File: config.mk
export PLATFORM = sky130hd
export DESIGN_NAME = akp_stream_packer
export DESIGN_NICKNAME = d
export VERILOG_FILES = /design/src/rtl/akp_stream_packer.sv
export SDC_FILE = /design/constraint.sdc
export NUM_CORES = 2
export LEC_CHECK = 0
export ABC_AREA = 1
export BUFFER_PORTS_ARGS = -buffer_cell sky130_fd_sc_hd__buf_2
export CAP_MARGIN = 10
export CORE_UTILIZATION = 35
export DETAILED_ROUTE_END_ITERATION = 10
export PLACE_DENSITY = 0.62
export SETUP_SLACK_MARGIN = 0.5
export SLEW_MARGIN = 20
export SYNTH_ARGS = -nofsm -noshare
export SYNTH_HDL_FRONTEND = slang
export SYNTH_SLANG_ARGS = --single-unit
File: constraint.sdc
create_clock -name clk -period 27.3 [get_ports clk]
set_clock_uncertainty 0.15 [all_clocks]
set_input_delay 4.095 -clock clk [delete_from_list [all_inputs] [get_ports clk]]
set_output_delay 4.095 -clock clk [all_outputs]
set_load 0.02 [all_outputs]
File: src/rtl/akp_stream_packer.sv
// akp_stream_packer
// Output stage of the AKP compensation core. Buffers 192-bit result entries
// {UP_RE,UP_IM,DN_RE,DN_IM,PEL_RE,PEL_IM} framed by sop/eop in a small FIFO and
// serialises each line as a 32-bit ready/valid packet:
//   header {HDR_TAG, seq, 4'h0, len} followed by 6 words per entry.
// The AKP pipeline is never stalled. Dropped entries raise the sticky ovf flag,
// and framing problems raise the sticky frm_err flag.
// Optional build macro AKP_PACK_CHK_EN: adds a trailing XOR checksum word
// (header ^ all data words) that carries out_last.
module akp_stream_packer #(
  parameter int          DEPTH   = 16,
  parameter int          AW      = 4,
  parameter logic [7:0]  HDR_TAG = 8'hA5
) (
  input  logic           clk,
  input  logic           nclr,
  input  logic           in_ink,
  input  logic           in_valid,
  input  logic           in_sop,
  input  logic           in_eop,
  input  logic [191:0]   in_data,
  input  logic [11:0]    in_len,
  output logic [31:0]    out_data,
  output logic           out_valid,
  input  logic           out_ready,
  output logic           out_sop,
  output logic           out_last,
  output logic [AW:0]    fifo_level,
  output logic           ovf,
  output logic           frm_err
);

  localparam int          EW       = 194;
  localparam logic [AW:0] LVL_FULL = (AW+1)'(DEPTH);
  localparam logic [AW:0] LVL_ONE  = (AW+1)'(1);

  typedef enum logic [1:0] {
    S_IDLE,
    S_HDR,
`ifdef AKP_PACK_CHK_EN
    S_DATA,
    S_CHK
`else
    S_DATA
`endif
  } state_t;

  // FIFO storage and bookkeeping
  logic [EW-1:0]  r_mem [DEPTH];
  logic [AW-1:0]  r_wr_ptr;
  logic [AW-1:0]  r_rd_ptr;
  logic [AW:0]    r_level;
  logic           r_ovf;
  logic [11:0]    r_len;

  // Serialiser state and registered outputs
  state_t         r_state;
  logic [2:0]     r_idx;
  logic           r_out_valid;
  logic           r_out_sop;
  logic           r_out_last;
  logic [31:0]    r_out_data;
  logic [7:0]     r_seq;
  logic           r_frm_err;
`ifdef AKP_PACK_CHK_EN
  logic [31:0]    r_chk;
`endif

  logic           w_empty;
  logic           w_full;
  logic           w_has_next;
  logic           w_push;
  logic           w_pop;
  logic           w_wr_en;
  logic [AW-1:0]  w_wr_addr;
  logic [AW-1:0]  w_rd_nxt;
  logic [EW-1:0]  w_head;
  logic           w_head_sop;
  logic           w_head_eop;
  logic           w_next_sop;
  logic [31:0]    w_next_word0;
  logic [31:0]    w_head_word [6];
  logic [31:0]    w_step_word;
  logic           w_xfer;
  logic [31:0]    w_hdr_word;

  assign w_empty    = (r_level == '0);
  assign w_full     = (r_level == LVL_FULL);
  assign w_has_next = (r_level > LVL_ONE);
  assign w_push     = in_valid & ~w_full;
  // A flush frees the whole FIFO, so an entry arriving with in_ink always fits.
  assign w_wr_en    = in_valid & (in_ink | ~w_full);
  assign w_wr_addr  = in_ink ? '0 : r_wr_ptr;
  assign w_rd_nxt   = r_rd_ptr + AW'(1);

  // Head and look-ahead entries are read combinationally so the serialiser can
  // react in the cycle after a push and chain entries without a bubble.
  assign w_head       = r_mem[r_rd_ptr];
  assign w_head_sop   = w_head[193];
  assign w_head_eop   = w_head[192];
  assign w_next_sop   = r_mem[w_rd_nxt][193];
  assign w_next_word0 = r_mem[w_rd_nxt][191:160];

  genvar gi;
  generate
    for (gi = 0; gi < 6; gi++) begin : g_word
      assign w_head_word[gi] = w_head[191-32*gi -: 32];
    end
  endgenerate

  assign w_xfer     = r_out_valid & out_ready;
  assign w_hdr_word = {HDR_TAG, r_seq, 4'h0, r_len};

  // Word following the one currently presented, within the head entry
  always_comb begin
    w_step_word = w_head_word[0];
    case (r_idx)
      3'd0:    w_step_word = w_head_word[1];
      3'd1:    w_step_word = w_head_word[2];
      3'd2:    w_step_word = w_head_word[3];
      3'd3:    w_step_word = w_head_word[4];
      3'd4:    w_step_word = w_head_word[5];
      default: w_step_word = w_head_word[0];
    endcase
  end

  // Pop: discard a stray head in IDLE, or retire the head after its last word
  always_comb begin
    w_pop = 1'b0;
    case (r_state)
      S_IDLE:  w_pop = ~w_empty & ~w_head_sop;
      S_DATA:  w_pop = w_xfer & (r_idx == 3'd5);
      default: w_pop = 1'b0;
    endcase
  end

  // Entry storage write port (contents need no reset)
  always_ff @(posedge clk) begin
    if (w_wr_en) begin
      r_mem[w_wr_addr] <= {in_sop, in_eop, in_data};
    end
  end

  // Line length captured with every sop entry
  always_ff @(posedge clk or negedge nclr) begin
    if (!nclr) begin
      r_len <= '0;
    end else if (in_valid & in_sop) begin
      r_len <= in_len;
    end
  end

  // FIFO pointers, level and overflow flag; flush keeps a same-cycle write
  always_ff @(posedge clk or negedge nclr) begin
    if (!nclr) begin
      r_wr_ptr <= '0;
      r_rd_ptr <= '0;
      r_level  <= '0;
      r_ovf    <= 1'b0;
    end else if (in_ink) begin
      r_rd_ptr <= '0;
      r_wr_ptr <= in_valid ? AW'(1) : '0;
      r_level  <= in_valid ? LVL_ONE : '0;
      r_ovf    <= 1'b0;
    end else begin
      if (w_push) begin
        r_wr_ptr <= r_wr_ptr + AW'(1);
      end
      if (w_pop) begin
        r_rd_ptr <= w_rd_nxt;
      end
      if (w_push & ~w_pop) begin
        r_level <= r_level + LVL_ONE;
      end else if (~w_push & w_pop) begin
        r_level <= r_level - LVL_ONE;
      end
      if (in_valid & w_full) begin
        r_ovf <= 1'b1;
      end
    end
  end

  // Packet serialiser: header, 6 words per entry, optional checksum
  always_ff @(posedge clk or negedge nclr) begin
    if (!nclr) begin
      r_state     <= S_IDLE;
      r_idx       <= '0;
      r_out_valid <= 1'b0;
      r_out_sop   <= 1'b0;
      r_out_last  <= 1'b0;
      r_out_data  <= '0;
      r_seq       <= '0;
      r_frm_err   <= 1'b0;
`ifdef AKP_PACK_CHK_EN
      r_chk       <= '0;
`endif
    end else if (in_ink) begin
      // Truncate any packet in flight; the sequence number carries on.
      r_state     <= S_IDLE;
      r_idx       <= '0;
      r_out_valid <= 1'b0;
      r_out_sop   <= 1'b0;
      r_out_last  <= 1'b0;
      r_out_data  <= '0;
      r_frm_err   <= 1'b0;
    end else begin
      case (r_state)
        S_IDLE: begin
          if (!w_empty) begin
            if (w_head_sop) begin
              r_state     <= S_HDR;
              r_out_valid <= 1'b1;
              r_out_sop   <= 1'b1;
              r_out_last  <= 1'b0;
              r_out_data  <= w_hdr_word;
            end else begin
              r_frm_err <= 1'b1;
            end
          end
        end

        S_HDR: begin
          if (w_xfer) begin
            r_state    <= S_DATA;
            r_idx      <= '0;
            r_seq      <= r_seq + 8'd1;
            r_out_sop  <= 1'b0;
            r_out_last <= 1'b0;
            r_out_data <= w_head_word[0];
`ifdef AKP_PACK_CHK_EN
            r_chk      <= r_out_data;
`endif
          end
        end

        S_DATA: begin
          if (!r_out_valid) begin
            // Mid-packet starvation: resume as soon as an entry arrives.
            if (!w_empty) begin
              r_out_valid <= 1'b1;
              r_idx       <= '0;
              if (w_head_sop) begin
                r_frm_err  <= 1'b1;
                r_state    <= S_HDR;
                r_out_sop  <= 1'b1;
                r_out_data <= w_hdr_word;
              end else begin
                r_out_data <= w_head_word[0];
              end
            end
          end else if (w_xfer) begin
`ifdef AKP_PACK_CHK_EN
            r_chk <= r_chk ^ r_out_data;
`endif
            if (r_idx != 3'd5) begin
              r_idx      <= r_idx + 3'd1;
              r_out_data <= w_step_word;
`ifndef AKP_PACK_CHK_EN
              r_out_last <= (r_idx == 3'd4) & w_head_eop;
`endif
            end else if (w_head_eop) begin
`ifdef AKP_PACK_CHK_EN
              r_state    <= S_CHK;
              r_out_data <= r_chk ^ r_out_data;
              r_out_last <= 1'b1;
`else
              r_state     <= S_IDLE;
              r_out_valid <= 1'b0;
              r_out_last  <= 1'b0;
`endif
            end else if (w_has_next) begin
              r_idx <= '0;
              if (w_next_sop) begin
                // New line started before this one ended: close it unmarked.
                r_frm_err  <= 1'b1;
                r_state    <= S_HDR;
                r_out_sop  <= 1'b1;
                r_out_data <= w_hdr_word;
              end else begin
                r_out_data <= w_next_word0;
              end
            end else begin
              r_idx       <= '0;
              r_out_valid <= 1'b0;
            end
          end
        end

`ifdef AKP_PACK_CHK_EN
        S_CHK: begin
          if (w_xfer) begin
            r_state     <= S_IDLE;
            r_out_valid <= 1'b0;
            r_out_last  <= 1'b0;
          end
        end
`endif

        default: begin
          r_state <= S_IDLE;
        end
      endcase
    end
  end

  assign out_data   = r_out_data;
  assign out_valid  = r_out_valid;
  assign out_sop    = r_out_sop;
  assign out_last   = r_out_last;
  assign fifo_level = r_level;
  assign ovf        = r_ovf;
  assign frm_err    = r_frm_err;

endmodule
==> run summary <==
most frequent cells in the layout: edfxtp_1 (3104), nand2_1 (2799), nor2_1 (1701)
clock slew at reported path FFs: 0.06 ns
Final Max Tran Viols: 0
minimum clock period: 7.79 ns
drt total wl: 411000 microns
Final GP Congestion: 0.829
total gr overflow: 0
die height: 625 microns
row cnt: 228
DRC Markers: 0
# port buffers: 252
Num Clock Sinks: 3179
CTS Root Buffer Type: clkbuf_16
post-synthesis register bit count: 3179
net switching power: 4.08 mW
HP Class: flip-flop to flip-flop
antenna violations before repair: 113
final core occ: 39.3%
CP Capture Type: flip-flop
internal power: 8.71 mW
Seq/Total Area, Yosys: 70.0%
Post-DP Area: 141000 sq um
warnings from Yosys: 0
Static Leak: 54.4 nW
Setup crit start kind: input port
Final HPWL DP: 223000 microns
worst-path fanout max: 48
Distinct cells, synth: 47
via count: 93600
Tcrit/Tclk final: 28.5%
Die W: 625 microns
Fmax achieved: 0.128 GHz
fill count: 36400
cts repair resizes: 0
Final Cell Area: 152000 sq um
drt via density: 5.29
htree depth: 5
pin count of the biggest net entering global routing: 203
Fin. Hold Viols: 0
Core Footprint: 386000 sq um
Worst EP required: 27.71 ns
commonest non-fill, non-tap cell in the layout: edfxtp_1
Clock Latency Late Sink: 0.92 ns
syn_nets: 12500
worst relative slew slack: 23.0%
multi-input logic area: 34900 sq um
critical path class: input port to flip-flop
final layout net count: 12500
RSZ-0062 raised after global routing: false
Clk pwr share: 33.8%
wire length per cell: 23.2 microns
post-CTS setup repair buffer count: 0
# IOs: 253
starting density of the core: 35.2%
Avg Cell Area, Syn: 11.1 sq um
Pwr Total: 12.8 mW
DRT Pass-1 Iters: 8
CTS Buf Count: 323
status: finished clean
Net Sw Frac: 31.9%
Final ANT Viol Nets: 0
synthesized area: 136000 sq um
sequential cell area: 95100 sq um
Reg power frac: 43.6%
VDD IR max: 0.0586 mV
ratio of cells with drive above 1 in the final layout: 7.79%
maximum clock insertion buffer count: 4
Worst Max-Slew Pin Slew: 1.15 ns
DRT iter0 DRCs: 11300
area of the die: 391000 sq um
global-route wire length before repair: 595000 microns
setup slack at placement: 18.67 ns
setup ws final: 19.51 ns
Power Dens Cells: 84.4 nW/um^2
area grow syn2layout: 11.6%
vias in the first global route: 86400
CTS tree: done
cts hold-fix bufs: 0
MaxCap Viol Count: 0
final setup fails: 0
setup TNS: 0 ns
Logic pwr share: 22.6%
Syn Inst Count: 12300
Total GRT Usage: 20.4%
Critical Path AT: 8.19 ns
-- cell families after synthesis --
family / after synthesis / share of synthesized area, %
mux: 1 / 0.00829
fa+ha+maj: 11 / 0.101
simple gates: 5694 / 17.0
xor+xnor: 15 / 0.130
flops: 3179 / 70.0
compound gates: 2057 / 8.33
buf+inv: 1332 / 4.48
-- power groups by stage --
stage,Sequential [mW],Combinational (mW),Clock (mW)
floorplan,5.71,1.93,0
global placement,5.68,2.83,0
detailed placement,5.68,2.85,0
CTS,5.58,2.86,4.37
global route,5.59,3.18,4.56
finish,5.58,2.89,4.32
-- through the flow --
stage,hold slack (ns),instances
5_1_grt,0.348,17700
3_5_place_dp,0.315,17100
3_3_place_gp,0.315,17100
4_1_cts,0.332,17700
6_report,0.333,17700
2_1_floorplan,0.313,12300
-- cells in the mapped netlist (all sizes together) --
master      n  area share, %
clkinv      2         0.0055
nor2     1723            4.8
o21ai    1285            4.7
o211ai    323            1.8
o22ai      51           0.23
clkbuf    245           0.68
nand2    2809            7.8
a211oi      2          0.015
inv       535            1.5
a21boi      2          0.014
a22oi       1         0.0055
nand4      47           0.22
o221ai     19           0.12
buf       550            2.3
a31oi       5          0.023
xnor2       3          0.025
and2        2         0.0092
nand3b      7          0.039
nor3       48           0.18
a21oi     357            1.3
dfrtp      75            1.4
nand3    1012            3.7
o2111ai     9          0.058
edfxtp   3104             69
ha         11           0.10
mux2        1         0.0083
o21a        3          0.017
or2        46           0.21
xor2       12           0.10
-- worst max-delay path, cell delays in order --
cell and delay, ns:
buf_2 0.39, nand2_1 0.09, inv_1 0.11, nor2_1 0.14, inv_1 0.13, nand3_1 0.31
nor2_4 0.17, buf_4 0.79, buf_4 0.81, buf_4 0.72, buf_12 0.31
-- registers in the layout, indices dropped and copies added (netlist names) --
register and cells:
r_wr_ptr 4, r_mem 3104, frm_err 1, r_rd_ptr 4, r_state 2, out_sop 1, r_len 12, ovf 1
fifo_level 5, out_data 32, r_idx 3, out_valid 1, out_last 1, r_seq 8
-- worst paths after layout --
kind                             start     endpoint  slack (ns)  depth (start not counted)
max reg2reg                r_rd_ptr[0]  out_data[1]       20.37                         21
max in group asynchronous         nclr  r_rd_ptr[3]       23.10                          1
max                             in_ink  r_mem[8][2]       19.51                         11
min                        out_data[1]  out_data[1]        0.33                          2
min in group asynchronous         nclr  out_data[0]        3.16                          1
min reg2reg                out_data[1]  out_data[1]        0.33                          2
-- per-layer routing --
layer  global-route usage, %  vias up  wire length (microns)
met3                    4.20      786                  39000
met1                    28.0    45800                 170000
met2                    32.0     4263                 187000
li1                        -    42700                      -
met5                       0        -                    291
met4                    7.06       44                  13700
-- area by class of cell --
type | count | share of cell area, %
multi-input combinational | 7778 | 23.0
clock inverter | 159 | 0.945
inverter | 537 | 1.35
antenna | 25 | 0.0413
tap | 5175 | 4.27
timing repair buffer | 423 | 1.94
sequential | 3179 | 62.7
clock buffer | 404 | 5.69
(Power assumes the default switching activity.)
